<file path="src/rtl/carbon_arch_pkg.sv">
// Architectural CSR map shared across the carbon core: addresses, MODEFLAGS bit
// positions and the byte-enable merge used by every CSR write path.
package carbon_arch_pkg;

  localparam logic [11:0] CARBON_CSR_MODEFLAGS = 12'h7C0;
  localparam logic [11:0] CARBON_CSR_EPC       = 12'h341;
  localparam logic [11:0] CARBON_CSR_CAUSE     = 12'h342;

  localparam int MODEFLAGS_STRICT = 0;

  function automatic logic [31:0] apply_wstrb(input logic [31:0] old,
                                              input logic [31:0] wdata,
                                              input logic [3:0]  wstrb);
    logic [31:0] r;
    r = old;
    for (int b = 0; b < 4; b++)
      if (wstrb[b]) r[b*8 +: 8] = wdata[b*8 +: 8];
    return r;
  endfunction

endpackage

</file>
<file path="src/rtl/carbon_csr_responder.sv">
// CSR responder for CAUSE / EPC / MODEFLAGS with fixed response latency.
// Reads sample and writes commit at accept; the response is replayed later.
module carbon_csr_responder
  import carbon_arch_pkg::*;
#(
  parameter int          RESP_LATENCY  = 1,
  parameter logic [31:0] MODEFLAGS_RST = 32'(1) << MODEFLAGS_STRICT
) (
  input  logic        clk,
  input  logic        rst_n,
  input  logic        req_valid,
  output logic        req_ready,
  input  logic [11:0] req_addr,
  input  logic        req_write,
  input  logic [31:0] req_wdata,
  input  logic [3:0]  req_wstrb,
  input  logic [1:0]  req_priv,
  output logic        rsp_valid,
  input  logic        rsp_ready,
  output logic [31:0] rsp_rdata,
  output logic        rsp_fault,
  input  logic        trap_valid,
  input  logic [31:0] trap_cause,
  input  logic [31:0] trap_epc,
  output logic [31:0] modeflags,
  output logic [31:0] cause
);

  typedef enum logic [1:0] {IDLE, WAIT, RESP} state_t;

  // WAIT holds RESP_LATENCY-1 cycles; counter runs down to zero.
  localparam logic [1:0] WAIT_INIT = (RESP_LATENCY > 1) ? 2'(RESP_LATENCY - 2) : 2'd0;

  state_t      state, state_nxt;
  logic [1:0]  cnt, cnt_nxt;
  logic [31:0] cause_q, epc_q, mf_q;
  logic [31:0] rdata_q;
  logic        fault_q;

  logic        accept;
  logic [31:0] dec_rdata;
  logic        dec_fault;
  logic        cause_we, mf_we;

  assign accept    = req_valid && (state == IDLE);
  assign req_ready = (state == IDLE);
  assign rsp_valid = (state == RESP);
  assign rsp_rdata = rdata_q;
  assign rsp_fault = fault_q;
  assign modeflags = mf_q;
  assign cause     = cause_q;

  // Access decode; an empty byte mask completes as a no-op on mapped CSRs.
  always_comb begin
    dec_rdata = '0;
    dec_fault = 1'b0;
    cause_we  = 1'b0;
    mf_we     = 1'b0;
    case (req_addr)
      CARBON_CSR_CAUSE:
        if (!req_write)           dec_rdata = cause_q;
        else if (req_wstrb != '0) begin
          if (req_priv == 2'd3)   cause_we  = 1'b1;
          else                    dec_fault = 1'b1;
        end
      CARBON_CSR_MODEFLAGS:
        if (!req_write)           dec_rdata = mf_q;
        else if (req_wstrb != '0) begin
          if (req_priv != 2'd0)   mf_we     = 1'b1;
          else                    dec_fault = 1'b1;
        end
      CARBON_CSR_EPC:
        if (!req_write)           dec_rdata = epc_q;
        else if (req_wstrb != '0) dec_fault = 1'b1;
      default:                    dec_fault = 1'b1;
    endcase
  end

  always_comb begin
    state_nxt = state;
    cnt_nxt   = cnt;
    case (state)
      IDLE:
        if (req_valid) begin
          if (RESP_LATENCY == 1) state_nxt = RESP;
          else begin
            state_nxt = WAIT;
            cnt_nxt   = WAIT_INIT;
          end
        end
      WAIT:
        if (cnt == 2'd0) state_nxt = RESP;
        else             cnt_nxt   = cnt - 2'd1;
      RESP:
        if (rsp_ready) state_nxt = IDLE;
      default: state_nxt = IDLE;
    endcase
  end

  always_ff @(posedge clk) begin
    if (!rst_n) begin
      state   <= IDLE;
      cnt     <= '0;
      rdata_q <= '0;
      fault_q <= 1'b0;
      cause_q <= '0;
      epc_q   <= '0;
      mf_q    <= MODEFLAGS_RST;
    end else begin
      state <= state_nxt;
      cnt   <= cnt_nxt;
      if (accept) begin
        rdata_q <= dec_rdata;
        fault_q <= dec_fault;
      end else if (rsp_valid && rsp_ready) begin
        rdata_q <= '0;
        fault_q <= 1'b0;
      end
      if (accept && mf_we) mf_q <= apply_wstrb(mf_q, req_wdata, req_wstrb);
      // A trap overrides a CAUSE write landing on the same edge.
      if (trap_valid) begin
        cause_q <= trap_cause;
        epc_q   <= trap_epc;
      end else if (accept && cause_we) begin
        cause_q <= apply_wstrb(cause_q, req_wdata, req_wstrb);
      end
    end
  end

endmodule

</file>
<file path="config.mk">
export PLATFORM = sky130hd
export DESIGN_NAME = carbon_csr_responder
export DESIGN_NICKNAME = d
export VERILOG_FILES = /design/src/rtl/carbon_arch_pkg.sv /design/src/rtl/carbon_csr_responder.sv
export SDC_FILE = /design/constraint.sdc
export NUM_CORES = 1
export LEC_CHECK = 0
export CAP_MARGIN = 20
export CORE_UTILIZATION = 40
export CTS_BUF_LIST = sky130_fd_sc_hd__clkbuf_8 sky130_fd_sc_hd__clkbuf_16
export DETAILED_ROUTE_END_ITERATION = 8
export PLACE_DENSITY_LB_ADDON = 0.15
export SLEW_MARGIN = 20
export SYNTH_ARGS = -nofsm -noshare
export SYNTH_HDL_FRONTEND = slang
export SYNTH_SLANG_ARGS = --single-unit
</file>
<file path="constraint.sdc">
create_clock -name clk -period 4.5 [get_ports clk]
set_input_delay 0.675 -clock clk [delete_from_list [all_inputs] [get_ports clk]]
set_output_delay 0.675 -clock clk [all_outputs]
set_load 0.01 [all_outputs]
</file>
# Word-level counts from Yosys, hierarchy flattened
# Cells that the tools add are included.
[op_classes]
n_addsub = 1
n_bitwise = 1
n_mux = 35
n_reduce_logical = 24
eq_ne = 9
[ops]
columns = ["operator", "n"]
rows = [
  ["two-way mux 32 bit", 7],
  ["one-hot mux 32 bit (3 select lines)", 1],
  ["two-way mux 8 bit", 4],
  ["equality test 12 x 10 -> 1 bit (second input constant)", 2],
  ["two-way mux 1 bit", 18],
  ["AND reduction 2 bit", 9],
  ["nonzero test 2 bit", 7],
  ["equality test 12 x 11 -> 1 bit (second input constant)", 1],
  ["two-way mux 2 bit", 3],
  ["one-hot mux 2 bit (3 select lines)", 1],
  ["equality test 2 bit (second input constant)", 2],
  ["logical AND 1 bit", 4],
  ["logical NOT 2 bit", 2],
  ["!= test 2 bit (second input constant)", 2],
  ["nonzero test 4 bit", 1],
  ["one-hot mux 1 bit (3 select lines)", 1],
  ["AND reduction 3 bit", 1],
  ["equality test 2 x 1 -> 1 bit (second input constant)", 1],
  ["!= test 2 x 1 -> 1 bit (second input constant)", 1],
  ["subtractor 2 x 1 -> 2 bit (second input constant)", 1],
  ["NOT 1 bit", 1],
]
[totals]
regBits = 133
in_bits = 120
out_inout_bits = 99
elab_cells = 83

# Longest topological paths before layout
[depth]
depth_word = 8
ltp_mapped = 7

# Least setup slack after synthesis
# No wires, ideal clock.
[synth_path]
path_type = "input-to-reg"
from = "input req_addr[5]"
to = "register cause_q[0] (netlist: cause[0])"
arrival_time_ns = 1.931
cell_stages = 7
path_slack_ns = 2.447
required_time_ns = 4.378
path_buffers = 3
cell_sequence = "nor4bb_1 > clkbuf_2 > and3_1 > buf_6 > buf_8 > a31oi_1 > o311a_1"
[synth_between]
elab_chain_cells = 5
[synth_lines]
columns = ["element", "line", "source"]
rows = [
  ["start, declared", "carbon_csr_responder.sv:13", "input logic [11:0] req_addr,"],
  ["equality test 12 x 10 -> 1 bit", "carbon_csr_responder.sv:59", "case (req_addr)"],
  ["two-way mux 1 bit", "carbon_csr_responder.sv:59", ""],
  ["logical AND 1 bit", "carbon_csr_responder.sv:124", "end else if (accept && cause_we) begin"],
  ["nonzero test 2 bit (no line)", "-", ""],
  ["AND reduction 2 bit (no line)", "-", ""],
  ["end signal, assigned", "carbon_csr_responder.sv:122", "cause_q <= trap_cause;"],
  ["end signal, assigned", "carbon_csr_responder.sv:125", "cause_q <= apply_wstrb(cause_q, req_wdata, req_wstrb);"],
  ["end, declared", "carbon_csr_responder.sv:36", "logic [31:0] cause_q, epc_q, mf_q;"],
]
# No other way between the ends.
# A chain may end at the register's enable or synchronous reset.

# Worst setup path in the final report
[layout_path]
from = "input req_addr[6]"
to = "register cause_q[18] (netlist: cause[18])"
# Same word-level chain as after synthesis.

==> metrics <==
outcome=finished, final reports clean; Post-Syn Area=0.00592 mm2; Final WS setup=1.35 ns; global-route wire length before repair=28200 um; CTS tree=yes; io pins=219; diode count=0; Seq/Total Area, Yosys=44.0%; Post-Syn Instances=635; Sink Count=130; GR Util met1=31.0%; CP max FO=26; DP Worst Slack=0.952 ns; drt pass-1 iters=5; min Tclk post-route=3.15 ns; syn_nets=755; Max Cap Viol=0; Startpoint Class=input pin; CTS root buf=clkbuf_16; First DRT Iteration DRCs=489; Worst IR Drop VDD=0.275 mV; fin area=0.00875 mm2; synth cell count leaders=dfxtp_1, nand2_1, mux2i_1; pwr dens=350 mW/mm2; Setup Viol. Count Final=0; Synth top area share=44.0%; Worst EP required=4.83 ns; post-synthesis cell type count=44; Fmax=318 MHz; Synth Area per Inst=9.32 um2; GRT Max-Usage Layer=met2; Reg clk slew, reported paths=0.06 ns; post-CTS sizing=0; final period utilization=69.9%; drt drc=0; LEAKAGE=3.20 nW; Clock Tree Buf Depth=2; pins over their slew limit=0; Post-synth top flop=dfxtp_1; via/cell ratio=5.63; total track usage=24.5%; Fin Setup TNS=0 ns; vias=5724; row count=44; fin util=60.4%; Remaining Overflow, GRT=0; Initial Utilization=40.9%; Placed Instance Area=0.00810 mm2; Worst setup EP type=flip-flop; WS Path Type=input pin to flip-flop; Relative slew margins=34.8%; fraction of layout cells with a size suffix above 1=6.60%; top post-synthesis cells by area=dfxtp_1, mux2i_1, a22oi_1; Post-DRT Antenna Nets=0; post-CTS setup buffers=0; RePlAce Congestion=0.845; Detail Placement HPWL=13000 um; ys async rst share=0%; vias in the first global route=5438; hold crit path type=flip-flop to flip-flop; Synth warnings=0; area delta synth->final=47.9%; largest net degree at the start of global routing=82; Die Wd=124 um; Core Region=0.0145 mm2; met2 Track Usage GR=39.0%; DR WL/cell=18.8 um; met3 GRT Util=5.86%; Skew-Pair Late Insertion Delay=0.42 ns; cts bufs inserted=17; actual slew at the worst max-slew pin=0.965 ns; drt total wl=19100 um; EDFF count, synth=0; CTS H-tree lvls=4; nets=940; dominant cell type by area after synthesis=dfxtp_1; skew final=0.00593 ns; CTS hold repair buffers=0; Die Area=0.0153 mm2; layout filler cell count=1208; Seq cells post-synth=130; most frequent cell after synthesis=dfxtp_1; RSZ-0062 raised after global routing=no; worst path arrival time=3.48 ns; Port Buffers=218; initial antenna violation count=0; Fin. Hold Viols=0; Die Y=124 um
## cell families after synthesis
family                 after synthesis  share of synthesized area (%)
multiplexers                        69                           11.7
AND/OR/NAND/NOR                    182                           17.3
flip-flops                         130                           44.0
buffers and inverters               87                           6.81
AO/OA/AOI/OAI                      167                           20.1
## critical path, cell delays in order
cell	delay (ns)
clkdlybuf4s50_1	0.44
nor4bb_1	0.82
and3_2	0.61
buf_4	0.39
nand3_2	0.25
a211oi_1	0.28
## path summary, 6_finish.rpt
kind	end	slack (ns)	from	depth (start not counted)
hold / removal	modeflags[4]$_SDFFE_PN0P_	0.48	modeflags[4]$_SDFFE_PN0P_	2
setup reg to reg	modeflags[8]$_SDFFE_PN0P_	2.01	state[1]$_SDFFE_PN0P_	4
setup / recovery	cause[18]$_SDFFE_PN0P_	1.35	req_addr[6]	6
hold reg to reg	modeflags[4]$_SDFFE_PN0P_	0.48	modeflags[4]$_SDFFE_PN0P_	2
## power breakdown
part           switching (mW)  internal, mW  total (mW)
registers              0.0308          1.19        1.22
clock network           0.522         0.995        1.52
logic                   0.136         0.186       0.322
total                   0.688          2.37        3.06
## through the flow
stage               hold WS, ns  std cells  power, mW
finish                    0.479       1017       3.06
global route              0.496       1017       3.16
CTS                       0.483       1017       3.07
detailed placement        0.470        985       1.57
global placement          0.461        985       1.56
floorplan                 0.447        635       1.37
## final cells by class
| class | count | area, um2 | area share, % |
|---|---|---|---|
| clock inverter | 14 | 210 | 2.40 |
| sequential | 130 | 2600 | 29.7 |
| multi-input combinational | 418 | 2930 | 33.5 |
| timing repair buffer | 227 | 2240 | 25.6 |
| inverter | 26 | 97.6 | 1.12 |
| tap | 184 | 230 | 2.63 |
| clock buffer | 18 | 439 | 5.02 |
## placed cells by master (no fill, tap or decap), drive strengths merged, types with 2 or more instances in the layout
cell type and count:
a211oi 8, a22oi 64, a311oi 3, a31oi 20, a32o 4, and3 6
and4 17, buf 11, bufinv 5, clkbuf 18, clkdlybuf4s50 216, clkinv 4
dfxtp 130, inv 30, mux2 3, mux2i 66, nand2 70, nand2b 16
nand3 2, nand4 2, nor2 12, nor2b 33, nor3 3, nor4 10
nor4b 3, nor4bb 3, o21a 5, o21ai 42, o311a 16, or3 2
## registers in the layout (all words and copies together) (netlist names)
| register | flops |
|---|---|
| cause | 32 |
| epc_q | 32 |
| modeflags | 32 |
| rsp_rdata | 32 |
| rsp_fault | 1 |
| state | 1 |
## routing by layer
layer	wire length (um)	share of wire, %	up-vias
met5	0	0	-
met4	459	2.4	0
met3	1690	8.8	34
met2	8970	47	275
met1	7980	42	2723
li1	-	-	2692
(Power assumes the default switching activity.)
